<file path="src/rtl/bldc_pkg.sv">
// rtl/bldc_pkg.sv - shared types, constants and helpers for the BLDC drive sequencer
// Purpose: sequencer state encoding, illegal Hall codes, Hall adjacency check.
// Ports: none (package).
package bldc_pkg;

    typedef enum logic [1:0] {
        IDLE  = 2'd0,
        RUN   = 2'd1,
        BRAKE = 2'd2,
        FAULT = 2'd3
    } state_t;

    localparam logic [2:0] HALL_BAD0 = 3'b000;
    localparam logic [2:0] HALL_BAD1 = 3'b111;

    // A legal commutation step flips exactly one sensor.
    function automatic logic hall_adjacent(input logic [2:0] old_code, input logic [2:0] new_code);
        logic [2:0] diff;
        diff = old_code ^ new_code;
        return (diff == 3'b001) || (diff == 3'b010) || (diff == 3'b100);
    endfunction

endpackage

</file>
<file path="src/rtl/bldc_hall_monitor.sv">
// rtl/bldc_hall_monitor.sv - Hall synchronizer, edge timing, stall and fault detection
// Purpose: synchronizes the raw Hall inputs, times the interval between edges,
//          flags a stalled rotor and raises a combinational fault condition.
// Ports:
//   clk, rst_n   clock, asynchronous active-low reset
//   hall_in[2:0] raw asynchronous Hall sensors
//   hall[2:0]    synchronized Hall code (registered)
//   hall_period  clk cycles between the last two valid edges, saturating at 16'hFFFF
//   stalled      no Hall edge for at least STALL_CLKS cycles
//   fault_cond   illegal code held two clks, or a multi-bit jump on an edge
module bldc_hall_monitor
    import bldc_pkg::*;
#(
    parameter int STALL_CLKS = 500000
) (
    input  logic        clk,
    input  logic        rst_n,
    input  logic [2:0]  hall_in,
    output logic [2:0]  hall,
    output logic [15:0] hall_period,
    output logic        stalled,
    output logic        fault_cond
);

    localparam logic [19:0] STALL_LIM = 20'(STALL_CLKS);

    logic [2:0]  sync1;
    logic [2:0]  hall_prev;
    logic        bad_d;
    logic [19:0] edge_cnt;
    logic        hall_edge;
    logic        hall_bad;
    logic        step_ok;
    logic        valid_edge;
    logic [20:0] elapsed;

    assign hall_edge  = (hall != hall_prev);
    assign hall_bad   = (hall == HALL_BAD0) || (hall == HALL_BAD1);
    assign step_ok    = hall_adjacent(hall_prev, hall);
    assign valid_edge = hall_edge && step_ok && !hall_bad
                        && (hall_prev != HALL_BAD0) && (hall_prev != HALL_BAD1);
    assign stalled    = (edge_cnt >= STALL_LIM);
    assign fault_cond = (hall_bad && bad_d) || (hall_edge && !step_ok);

    // The edge cycle itself is one of the elapsed clocks, so edges N clks
    // apart report N.
    assign elapsed = {1'b0, edge_cnt} + 21'd1;

    always_ff @(posedge clk or negedge rst_n) begin
        if (!rst_n) begin
            sync1     <= 3'b000;
            hall      <= 3'b000;
            hall_prev <= 3'b000;
            bad_d     <= 1'b0;
        end else begin
            sync1     <= hall_in;
            hall      <= sync1;
            hall_prev <= hall;
            bad_d     <= hall_bad;
        end
    end

    always_ff @(posedge clk or negedge rst_n) begin
        if (!rst_n) begin
            edge_cnt <= 20'd0;
        end else if (hall_edge) begin
            edge_cnt <= 20'd0;
        end else if (edge_cnt != 20'hFFFFF) begin
            edge_cnt <= edge_cnt + 20'd1;
        end
    end

    always_ff @(posedge clk or negedge rst_n) begin
        if (!rst_n) begin
            hall_period <= 16'hFFFF;
        end else if (valid_edge) begin
            hall_period <= (elapsed > 21'h00FFFF) ? 16'hFFFF : elapsed[15:0];
        end
    end

endmodule

</file>
<file path="src/rtl/bldc_drive_sequencer.sv">
// rtl/bldc_drive_sequencer.sv - PWM, safe reversal and Hall fault sequencing for one BLDC stage
// Purpose: generates pwm/dir/brake for a combinational commutation stage from a
//          duty command, brakes and waits for stall before reversing, latches Hall faults.
// Ports:
//   clk, rst_n     clock, asynchronous active-low reset
//   en             drive enable
//   duty[CNT_W]    requested on-time in clk cycles per PWM period
//   dir_req        requested direction
//   brake_req      explicit brake request
//   hall_in[2:0]   raw Hall sensors
//   fault_clr      fault clear, honoured only with en=0
//   pwm, dir, brake, hall, fault, hall_period   registered outputs
module bldc_drive_sequencer
    import bldc_pkg::*;
#(
    parameter int CNT_W         = 10,
    parameter int PERIOD        = 1000,
    parameter int BRAKE_PERIODS = 64,
    parameter int STALL_CLKS    = 500000
) (
    input  logic             clk,
    input  logic             rst_n,
    input  logic             en,
    input  logic [CNT_W-1:0] duty,
    input  logic             dir_req,
    input  logic             brake_req,
    input  logic [2:0]       hall_in,
    input  logic             fault_clr,
    output logic             pwm,
    output logic             dir,
    output logic             brake,
    output logic [2:0]       hall,
    output logic             fault,
    output logic [15:0]      hall_period
);

    localparam logic [CNT_W-1:0] CNT_LAST  = CNT_W'(PERIOD - 1);
    localparam int               DW_W      = $clog2(BRAKE_PERIODS + 1);
    localparam logic [DW_W-1:0]  DWELL_MIN = DW_W'(BRAKE_PERIODS);

    state_t           state;
    state_t           state_next;
    logic [CNT_W-1:0] cnt;
    logic [CNT_W-1:0] duty_lat;
    logic [DW_W-1:0]  dwell;
    logic             wrap;
    logic             start_run;
    logic             enter_brake;
    logic             leave_brake;
    logic             stalled;
    logic             fault_cond;
    logic             pwm_d;
    logic             brake_d;
    logic             fault_d;

    bldc_hall_monitor #(
        .STALL_CLKS(STALL_CLKS)
    ) u_hall (
        .clk        (clk),
        .rst_n      (rst_n),
        .hall_in    (hall_in),
        .hall       (hall),
        .hall_period(hall_period),
        .stalled    (stalled),
        .fault_cond (fault_cond)
    );

    assign wrap        = (cnt == CNT_LAST);
    assign start_run   = (state == IDLE) && (state_next == RUN);
    assign enter_brake = (state == RUN) && (state_next == BRAKE);
    assign leave_brake = (state == BRAKE) && ((state_next == RUN) || (state_next == IDLE));

    always_ff @(posedge clk or negedge rst_n) begin
        if (!rst_n) begin
            state <= IDLE;
        end else begin
            state <= state_next;
        end
    end

    always_comb begin
        state_next = state;
        case (state)
            IDLE: begin
                if (en) state_next = RUN;
            end
            RUN: begin
                if (fault_cond)                        state_next = FAULT;
                else if (!en)                          state_next = IDLE;
                else if (brake_req || (dir_req != dir)) state_next = BRAKE;
            end
            BRAKE: begin
                if (fault_cond) begin
                    state_next = FAULT;
                end else if ((dwell == DWELL_MIN) && stalled && !brake_req) begin
                    state_next = en ? RUN : IDLE;
                end
            end
            FAULT: begin
                if (fault_clr && !en) state_next = IDLE;
            end
            default: state_next = IDLE;
        endcase
    end

    // Outputs are decoded from the next state so that the registered pwm,
    // brake and fault all change on the same clock as the state. pwm also
    // requires the current state to be RUN so that no on-time overlaps a
    // cycle in which dir may be reloaded.
    always_comb begin
        pwm_d   = (state == RUN) && (state_next == RUN) && (cnt < duty_lat);
        brake_d = (state_next == BRAKE) || (state_next == FAULT);
        fault_d = (state_next == FAULT);
    end

    always_ff @(posedge clk or negedge rst_n) begin
        if (!rst_n) begin
            pwm   <= 1'b0;
            brake <= 1'b0;
            fault <= 1'b0;
        end else begin
            pwm   <= pwm_d;
            brake <= brake_d;
            fault <= fault_d;
        end
    end

    // Restarting the period on brake entry makes the dwell a whole number
    // of full PWM periods.
    always_ff @(posedge clk or negedge rst_n) begin
        if (!rst_n) begin
            cnt <= '0;
        end else if (start_run || enter_brake || wrap) begin
            cnt <= '0;
        end else begin
            cnt <= cnt + 1'b1;
        end
    end

    always_ff @(posedge clk or negedge rst_n) begin
        if (!rst_n) begin
            duty_lat <= '0;
        end else if (start_run || wrap) begin
            duty_lat <= duty;
        end
    end

    always_ff @(posedge clk or negedge rst_n) begin
        if (!rst_n) begin
            dwell <= '0;
        end else if (state != BRAKE) begin
            dwell <= '0;
        end else if (wrap && (dwell != DWELL_MIN)) begin
            dwell <= dwell + 1'b1;
        end
    end

    always_ff @(posedge clk or negedge rst_n) begin
        if (!rst_n) begin
            dir <= 1'b0;
        end else if (start_run || leave_brake) begin
            dir <= dir_req;
        end
    end

endmodule
</file>
<file path="config.mk">
export PLATFORM = sky130hd
export DESIGN_NAME = bldc_drive_sequencer
export DESIGN_NICKNAME = d
export VERILOG_FILES = /design/src/rtl/bldc_pkg.sv /design/src/rtl/bldc_hall_monitor.sv /design/src/rtl/bldc_drive_sequencer.sv
export SDC_FILE = /design/constraint.sdc
export NUM_CORES = 1
export LEC_CHECK = 0
export BUFFER_PORTS_ARGS = -buffer_cell sky130_fd_sc_hd__buf_2
export CORE_MARGIN = 1.5
export CORE_UTILIZATION = 35
export CTS_CLUSTER_SIZE = 16
export DETAILED_ROUTE_END_ITERATION = 7
export SKIP_CTS_REPAIR_TIMING = 1
export SYNTH_ARGS = -nofsm -noshare
export SYNTH_HDL_FRONTEND = slang
export SYNTH_SLANG_ARGS = --single-unit
</file>
<file path="constraint.sdc">
create_clock -name clk -period 5.4 [get_ports clk]
set_input_delay 0.27 -clock clk [delete_from_list [all_inputs] [get_ports clk]]
set_output_delay 0.27 -clock clk [all_outputs]
set_load 0.05 [all_outputs]
</file>
==> results of run 1 <==
-- state kept, by name, summed over array words and instances (netlist names) --
register and cells:
cnt 10, u_hall.hall_prev 3, pwm 1, brake 1, duty_lat 10, u_hall.sync1 3
u_hall.bad_d 1, state 2, u_hall.hall_period 16, u_hall.hall 3, dwell 7, dir 1
u_hall.edge_cnt 20, fault 1
-- cells by family (layout without fill, tap and decap cells) --
| group | count (synthesis) | count (layout) | share of synthesized area (%) |
|---|---|---|---|
| buffers and inverters | 35 | 78 | 3.77 |
| AO/OA/AOI/OAI | 70 | 70 | 10.9 |
| multiplexers | 4 | 4 | 1.09 |
| XOR/XNOR | 38 | 38 | 8.49 |
| adder cells (fa/ha/maj) | 15 | 15 | 4.73 |
| AND/OR/NAND/NOR | 142 | 142 | 20.1 |
| flip-flops | 79 | 79 | 51.0 |
| other | 0 | 1 | 0 |
-- worst min path at each step --
stage,to,slack [ns],depth (start not counted)
6_report,u_hall.sync1[2]$_DFF_PN0_,0.02,1
4_1_cts,u_hall.sync1[2]$_DFF_PN0_,0.007,1
3_5_place_dp,u_hall.hall[2]$_DFF_PN0_,0.34,0
3_3_place_gp,u_hall.hall[1]$_DFF_PN0_,0.33,0
2_1_floorplan,brake$_DFF_PN0_,-0.03,0
5_1_grt,u_hall.sync1[2]$_DFF_PN0_,0.006,1
-- area by class of cell --
cell class / instances / area (sq um)
Fill cell: 1086 / 6440
Sequential cell: 79 / 2000
Multi-Input combinational cell: 269 / 1770
Timing Repair Buffer: 43 / 225
Tap cell: 140 / 175
Clock buffer: 9 / 124
Clock inverter: 7 / 82.6
Inverter: 19 / 71.3
Antenna cell: 1 / 2.50
-- cell usage after synthesis, types with 2 or more instances --
library cell,instances
buf_2,7
a21oi_1,37
nand3b_1,3
ha_1,14
or4_1,2
xor2_1,18
nor2_1,47
nor4bb_1,4
nand4b_1,3
dfrtp_1,63
nor3_4,2
nand4_1,8
dfstp_2,16
nor3_1,4
inv_1,19
nor3b_1,2
nor4_1,3
o21ai_0,12
mux2i_1,2
clkbuf_1,7
xnor2_1,20
a211oi_1,4
nand2_1,29
a31oi_1,4
and4_1,5
and3_1,4
nand2b_1,4
o221a_2,2
or3_1,2
and3_2,2
mux2_2,2
nand3_1,11
-- critical path: stages (launching register included) --
cell and delay, ns:
dfrtp_1 0.53, nor4bb_1 0.38, a21oi_1 0.10, o221ai_2 0.72, nor3b_4 0.70, a21oi_1 0.14
-- metal layers --
| layer | GRT usage [%] | wire length [um] | vias to the layer above |
|---|---|---|---|
| li1 | - | - | 1403 |
| met1 | 16.7 | 3590 | 1365 |
| met2 | 25.2 | 3800 | 55 |
| met3 | 3.71 | 269 | 11 |
| met4 | 4.23 | 101 | 0 |
| met5 | 0 | 0 | - |
-- metrics by stage --
step	hold slack, ns	utilization [%]	setup slack [ns]	instance area [sq um]	power, mW
after floorplan	-0.0256	-	3.13	3920	1.29
after global placement	0.334	38.9	2.89	4230	1.42
after detailed placement	0.340	38.9	2.69	4230	1.44
after CTS	0.00712	40.8	2.69	4440	1.90
after global routing	0.00611	40.9	2.46	4450	2.00
final	0.0202	40.9	2.72	4450	1.87
-- power breakdown --
group          internal (mW)  total (mW)  switching (mW)
Combinational          0.196       0.577           0.381
Sequential             0.740       0.840          0.0995
Clock                  0.219       0.457           0.237
Total                   1.15        1.87           0.718
==> impl_metrics.env, run 1 <==
export IMPL_hp_start="hall_in[2]"
export IMPL_setup_tns_ns=0
export IMPL_rsz0062_at_grt="false"
export IMPL_core_sq_um=10900
export IMPL_report_final_slew_viol_count=0
export IMPL_cts_buffer_depth=2
export IMPL_drive_above_1_share_pct=21.6
export IMPL_die_h_um=109
export IMPL_ff2ff_setup_slack_ns=2.72
export IMPL_cap_violations=0
export IMPL_cp_arrival_ns=2.93
export IMPL_min_period_over_period_pct=49.6
export IMPL_power_density_nw_per_um2=421
export IMPL_drc=0
export IMPL_cp_endpoint="u_hall.hall_period[12]$_DFFE_PN1P_"
export IMPL_area_growth_pct=13.6
export IMPL_synth_edf_count=0
export IMPL_reg2reg_from="u_hall.hall[2]$_DFF_PN0_"
export IMPL_drtPass1Iterations=4
export IMPL_clkTransAtPathRegs_ns=0.09
export IMPL_gp_congestion=0.769
export IMPL_die_x_um=109
export IMPL_dp_hpwl_um=5270
export IMPL_synth_area_per_cell_sq_um=10.2
export IMPL_wl_um=7760
export IMPL_dp_cells=549
export IMPL_r2r_cells=5
export IMPL_layout_common_cells="63 x dfrtp_1, 47 x nor2_1, 40 x buf_2"
export IMPL_path_class="register to register"
export IMPL_via_per_inst=5.00
export IMPL_syn_inst=383
export IMPL_grt_pass1_wl_um=13100
export IMPL_htree_num_levels=3
export IMPL_yosysWarnings=0
export IMPL_yosys_top_cells_area="dfrtp_1 40%, dfstp_2 11%, a21oi_1 4.7%"
export IMPL_antenna_found_initial=1
export IMPL_period_minus_slack_ns=2.68
export IMPL_grt_max_degree=80
export IMPL_cts_buffers=9
export IMPL_power_leakage_nw=1.92
export IMPL_crit_path_end_kind="register"
export IMPL_setup_viol=0
export IMPL_tritoncts="yes"
export IMPL_status="completed"
export IMPL_fp_dieArea_sq_um=11800
export IMPL_start_util_pct=36.0
export IMPL_yosysUniqueCellTypes=53
export IMPL_synth_top_area_cell="dfrtp_1"
export IMPL_synthArstFlopShare_pct=100
export IMPL_min_delay_path_class="primary input to register"
export IMPL_cts_sinks=79
export IMPL_port_buffers=41
export IMPL_layout_commonest_cell="dfrtp_1"
export IMPL_fin_nets=454
export IMPL_grt_usage_pct=14.2
export IMPL_syn_nets=416
export IMPL_grt_pass1_vias=2790
export IMPL_relSlewSlack_pct=34.3
export IMPL_instances_no_fill=567
export IMPL_ys_seq_area_share_pct=51.0
export IMPL_ant_nets=0
export IMPL_grt_ovfl_total=0
export IMPL_clkLatencyLatePin_ns=0.36
export IMPL_drt_iter0_markers=184
export IMPL_boundaryPins=42
export IMPL_fin_skew_ns=0.0142
export IMPL_yosysTopAreaCellShare_pct=40.2
export IMPL_cp_start_kind="register"
export IMPL_ys_ff_latch=79
export IMPL_syn_area_sq_um=3920
export IMPL_cp_required_ns=5.66
export IMPL_cts_root_buf="clkbuf_8"
export IMPL_core_rowCount=38
export IMPL_tightest_slew_ns=0.986
export IMPL_peakVddDrop_v=0.000188
export IMPL_r2r_end="u_hall.hall_period[12]$_DFFE_PN1P_"
export IMPL_routedWlPerCell_um=13.7
export IMPL_clock_fmax_mhz=373
export IMPL_critPathMaxFanout=18
export IMPL_synth_main_ff_cell="dfrtp_1"
export IMPL_hold_viol_final=0
export IMPL_num_vias=2834
export IMPL_setup_worst_path_start="u_hall.hall[2]$_DFF_PN0_"
Power figures use the tool's default switching activity.
==> run 2, diff against run 1 <==
clock period = 2.6 ns   (was 5.4 ns; I/O delays follow)
==> run 2 against run 1 <==
The flow now finishes with violations (negative hold slack). Maximum frequency up 24%. Design area up 2.6%. First-iteration DRC count down 6.0%. Cell count up 1.6%. Register-to-register slack worse by 2.3 ns. Count of clock-buffer cells in the layout up 2. Via count up 1.8%. Sequential share of layout area down 1.1 points. Worst hold slack worse by 0.14 ns. Critical path type unchanged. Critical endpoint is now dir$_DFFE_PN0P_. Largest power group unchanged.
==> impl_metrics.env, run 2 (synthesis gave the netlist of run 1 again) <==
export IMPL_start_util_pct=36.0
export IMPL_path_class="register to register"
export IMPL_antenna_found_initial=1
export IMPL_status="complete, but fails checks"
export IMPL_min_period_over_period_pct=82.9
export IMPL_drive_above_1_share_pct=21.8
export IMPL_period_minus_slack_ns=2.16
export IMPL_core_sq_um=10900
export IMPL_cts_sinks=79
export IMPL_drtPass1Iterations=4
export IMPL_hold_viol_final=67
export IMPL_routedWlPerCell_um=13.8
export IMPL_die_h_um=109
export IMPL_cts_buffers=9
export IMPL_grt_ovfl_total=0
export IMPL_top_register="u_hall.edge_cnt"
export IMPL_report_final_slew_viol_count=0
export IMPL_die_x_um=109
export IMPL_setup_viol=0
export IMPL_rsz0062_at_grt="false"
export IMPL_setup_tns_ns=0
export IMPL_cts_buffer_depth=2
export IMPL_tritoncts="yes"
export IMPL_cp_required_ns=2.85
export IMPL_multi_input_area_sq_um=1770
export IMPL_drt_iter0_markers=173
export IMPL_fillers=1032
export IMPL_layout_commonest_cell="dfrtp_1"
export IMPL_drc=0
export IMPL_wl_um=7980
export IMPL_layout_common_cells="63 x dfrtp_1, 47 x nor2_1, 40 x buf_2"
export IMPL_core_rowCount=38
export IMPL_critPathMaxFanout=5
export IMPL_fin_nets=464
export IMPL_grt_usage_pct=15.1
export IMPL_peakVddDrop_v=0.000461
export IMPL_fin_skew_ns=0.00683
export IMPL_htree_num_levels=3
export IMPL_tightest_slew_ns=0.968
export IMPL_area_growth_pct=16.5
export IMPL_port_buffers=41
export IMPL_clock_fmax_mhz=464
export IMPL_dp_hpwl_um=5440
export IMPL_cp_start_kind="register"
export IMPL_grt_max_degree=80
export IMPL_power_leakage_nw=1.98
export IMPL_fp_dieArea_sq_um=11800
export IMPL_grt_pass1_vias=2945
export IMPL_grt_pass1_wl_um=13700
export IMPL_cap_violations=0
export IMPL_clkLatencyLatePin_ns=0.36
export IMPL_num_vias=2884
export IMPL_ant_nets=0
export IMPL_cp_arrival_ns=2.41
export IMPL_seq_area_sq_um=2000
export IMPL_min_delay_path_class="primary input to async pin"
export IMPL_crit_path_end_kind="register"
export IMPL_relSlewSlack_pct=35.4
export IMPL_gp_congestion=0.789
export IMPL_insertedDiodeCount=0
export IMPL_reg_top3="u_hall.edge_cnt x20, u_hall.hall_period x16"
export IMPL_violations="negative hold slack"
export IMPL_boundaryPins=42
export IMPL_clkTransAtPathRegs_ns=0.08
export IMPL_largest_reg_flops=20
export IMPL_whs_ns=-0.116
export IMPL_via_per_inst=5.01
export IMPL_cts_root_buf="clkbuf_8"
export IMPL_power_density_nw_per_um2=879
## run 2: cell types whose count changed in the layout (fill, tap and decap cells not counted), sizes merged
| cell | delta |
|---|---|
| clkbuf | +2 |
| inv | -1 |
| clkinv | -2 |
| diode | -1 |
| bufinv | +1 |
| buf | +3 |
| dlygate4sd3 | +7 |
## run 2: final timing paths
kind | start | end | slack [ns] | depth (start not counted)
worst max-delay path | dwell[3]$_DFFE_PN0P_ | dir$_DFFE_PN0P_ | 0.44 | 6
worst min-delay path | rst_n | u_hall.edge_cnt[2]$_DFFE_PN0P_ | -0.12 | 1
worst max register to register | dwell[3]$_DFFE_PN0P_ | dir$_DFFE_PN0P_ | 0.44 | 6
worst min register to register | u_hall.sync1[2]$_DFF_PN0_ | u_hall.hall[2]$_DFF_PN0_ | 0.34 | 0
max in group asynchronous | rst_n | duty_lat[7]$_DFFE_PN0P_ | 2.05 | 1
min in group clk | duty[3] | duty_lat[3]$_DFFE_PN0P_ | -0.02 | 3
## run 2: critical path: stages (launching register included)
cell      delay [ns]
dfrtp_1         0.45
nor4b_2         0.29
nand3b_1        0.16
nor4_1          0.49
nand3_1         0.13
a21oi_1         0.18
mux2_2          0.34
## run 2: cell type report
type / count / share of cell area (%)
Multi-Input combinational cell: 269 / 38.8
Clock inverter: 5 / 1.75
Timing Repair Buffer: 53 / 6.96
Sequential cell: 79 / 43.7
Clock buffer: 11 / 3.32
Tap cell: 140 / 3.84
Inverter: 19 / 1.56
## run 2: report_power, final
part / leakage (nW) / internal, mW / switching [mW] / total, mW
logic: 0.887 / 0.416 / 0.800 / 1.22
clock network: 0.112 / 0.591 / 0.460 / 1.05
registers: 0.984 / 1.54 / 0.210 / 1.75
total: 1.98 / 2.54 / 1.47 / 4.02
## run 2: through the flow
step                utilization (%)  setup WS, ns  power, mW  instances  cell area, sq um
finish                         41.9         0.444       4.02        576              4570
global route                   41.9         0.235       4.29        576              4570
CTS                            41.2         0.422       4.07        568              4490
detailed placement             39.1         0.444       3.00        552              4260
global placement               39.1         0.429       2.96        552              4260
floorplan                         -         0.333       2.69        383              3920
## run 2: layer usage
metal	global-route usage [%]	part of all wire, %
met1	17.3	45
met2	26.3	49
met3	4.78	4.5
met4	5.45	1.8
met5	0	0
==> run 3, diff against run 2 <==
clock period = 1.78 ns   (was 2.6 ns; I/O delays follow)
==> run 3 against run 2 <==
The flow finishes with violations (negative setup slack). Power is 52% higher. Largest cell class is now multi-input combinational cells. Flip-flop and latch count stayed put. Largest power group unchanged. Maximum frequency is 14% higher. Critical path depth is 1 higher. Core utilization is 8.3 points higher. Via count is 9.5% higher. Sequential power is 43% higher.
==> impl_metrics.env, run 3 (synthesis gave the netlist of run 1 again) <==
export IMPL_final_area_sq_um=5470
export IMPL_routedWlPerCell_um=13.9
export IMPL_clkLatencyLatePin_ns=0.35
export IMPL_hold_viol_final=0
export IMPL_die_x_um=109
export IMPL_setup_viol=28
export IMPL_grt_max_degree=40
export IMPL_place_area_sq_um=4830
export IMPL_die_h_um=109
export IMPL_largest_reg_flops=20
export IMPL_peakVddDrop_v=0.000741
export IMPL_layout_common_cells="59 x dfrtp_1, 58 x buf_4, 46 x nor2_1"
export IMPL_dr_wl_met2_um=4700
export IMPL_cp_arrival_ns=2.18
export IMPL_wl_met1_um=3880
export IMPL_status="complete, but fails checks"
export IMPL_grt_usage_pct=15.9
export IMPL_start_util_pct=36.0
export IMPL_power_mw=6.10
export IMPL_tightest_slew_ns=0.511
export IMPL_cts_root_buf="clkbuf_8"
export IMPL_cts_buffer_depth=2
export IMPL_fillers=1004
export IMPL_grt_pass1_vias=3150
export IMPL_crit_path_end_kind="register"
export IMPL_fin_skew_ns=0.00942
export IMPL_antenna_found_initial=0
export IMPL_layout_commonest_cell="dfrtp_1"
export IMPL_wl_met3_um=260
export IMPL_via_per_inst=4.87
export IMPL_rsz0062_at_grt="true"
export IMPL_path_class="register to register"
export IMPL_reg_top3="u_hall.edge_cnt x20, u_hall.hall_period x16"
export IMPL_min_period_over_period_pct=107
export IMPL_instances_no_fill=648
export IMPL_insertedDiodeCount=0
export IMPL_violations="negative setup slack"
export IMPL_htree_num_levels=3
export IMPL_port_buffers=41
export IMPL_grt_pass1_wl_um=14500
export IMPL_cts_buffers=9
export IMPL_dp_cells=611
export IMPL_period_minus_slack_ns=1.90
export IMPL_power_density_nw_per_um2=1110
export IMPL_dp_hpwl_um=6340
export IMPL_drtPass1Iterations=4
export IMPL_critPathMaxFanout=15
export IMPL_drt_iter0_markers=134
export IMPL_cp_required_ns=2.06
export IMPL_grt_ovfl_total=0
export IMPL_core_sq_um=10900
export IMPL_report_final_slew_viol_count=0
export IMPL_min_delay_path_class="primary input to register"
export IMPL_boundaryPins=42
export IMPL_area_growth_pct=39.6
export IMPL_gp_congestion=0.835
export IMPL_power_leakage_nw=2.43
export IMPL_relSlewSlack_pct=65.9
export IMPL_drc=0
export IMPL_post_route_util_pct=50.3
export IMPL_tritoncts="yes"
export IMPL_cap_violations=0
export IMPL_fin_nets=536
export IMPL_highest_layer="met4"
export IMPL_top_register="u_hall.edge_cnt"
export IMPL_cp_start_kind="register"
export IMPL_num_vias=3157
export IMPL_fin_ws_ns=-0.119
export IMPL_clkTransAtPathRegs_ns=0.08
export IMPL_clock_fmax_mhz=526
export IMPL_ant_nets=0
export IMPL_wl_um=9020
export IMPL_cts_sinks=79
export IMPL_whs_ns=0.0306
export IMPL_ff2ff_setup_slack_ns=-0.12
export IMPL_fp_dieArea_sq_um=11800
export IMPL_drive_above_1_share_pct=40.7
export IMPL_core_rowCount=38
==> run 3: cell types whose count changed in the layout (fill, tap and decap cells not counted), moves of 3 or more <==
cell           before  now
buf_12              0    4
dfrtp_2             0    4
a21oi_2             1   23
dlygate4sd3_1       8   14
a21oi_1            37   14
buf_4               5   58
nor4bb_1            4    1
dfrtp_1            63   59
nor3_1              4    1
buf_6               0    7
==> run 3: report_power, final <==
group	switching, mW	internal, mW	leakage [nW]
Combinational	1.31	0.818	1.34
Sequential	0.266	2.25	0.980
Clock	0.631	0.825	0.110
==> run 3: layout make-up <==
cell class / instances / area (sq um) / area share (%)
clock buffer: 12 / 145 / 2.65
clock inverter: 4 / 70.1 / 1.28
inverter: 19 / 71.3 / 1.30
multi-input combinational: 269 / 2030 / 37.2
sequential: 79 / 2000 / 36.6
tap: 140 / 175 / 3.20
timing repair buffer: 125 / 975 / 17.8
==> run 3: path summary, 6_finish.rpt <==
path,from,endpoint,cells past startpoint
worst max-delay path,u_hall.edge_cnt[8]$_DFFE_PN0P_,u_hall.hall_period[13]$_DFFE_PN1P_,7
worst min-delay path,dir_req,dir$_DFFE_PN0P_,2
worst max register to register,u_hall.edge_cnt[8]$_DFFE_PN0P_,u_hall.hall_period[13]$_DFFE_PN1P_,7
worst min register to register,u_hall.sync1[0]$_DFF_PN0_,u_hall.hall[0]$_DFF_PN0_,0
max in group asynchronous,rst_n,duty_lat[6]$_DFFE_PN0P_,3
min in group asynchronous,rst_n,u_hall.edge_cnt[3]$_DFFE_PN0P_,2
==> run 3: critical path, cell delays in order (launching register included) <==
cell	delay, ns
dfrtp_1	0.45
nand4_4	0.17
nor3_4	0.31
and4_1	0.28
a21oi_2	0.10
nor3b_4	0.24
buf_12	0.18
a21oi_1	0.08
==> run 3: routing by layer <==
| metal | track usage (%) | vias to the layer above |
|---|---|---|
| li1 | - | 1560 |
| met1 | 18.8 | 1526 |
| met2 | 27.4 | 55 |
| met3 | 4.06 | 16 |
| met4 | 6.30 | 0 |
| met5 | 0 | - |
==> run 3: metrics by stage <==
| step | setup TNS (ns) | worst slack [ns] |
|---|---|---|
| finish | -2.38 | -0.119 |
| global route | -5.11 | -0.210 |
| CTS | -5.39 | -0.275 |
| detailed placement | -4.70 | -0.282 |
| global placement | -1.44 | -0.172 |
| floorplan | -4.43 | -0.237 |
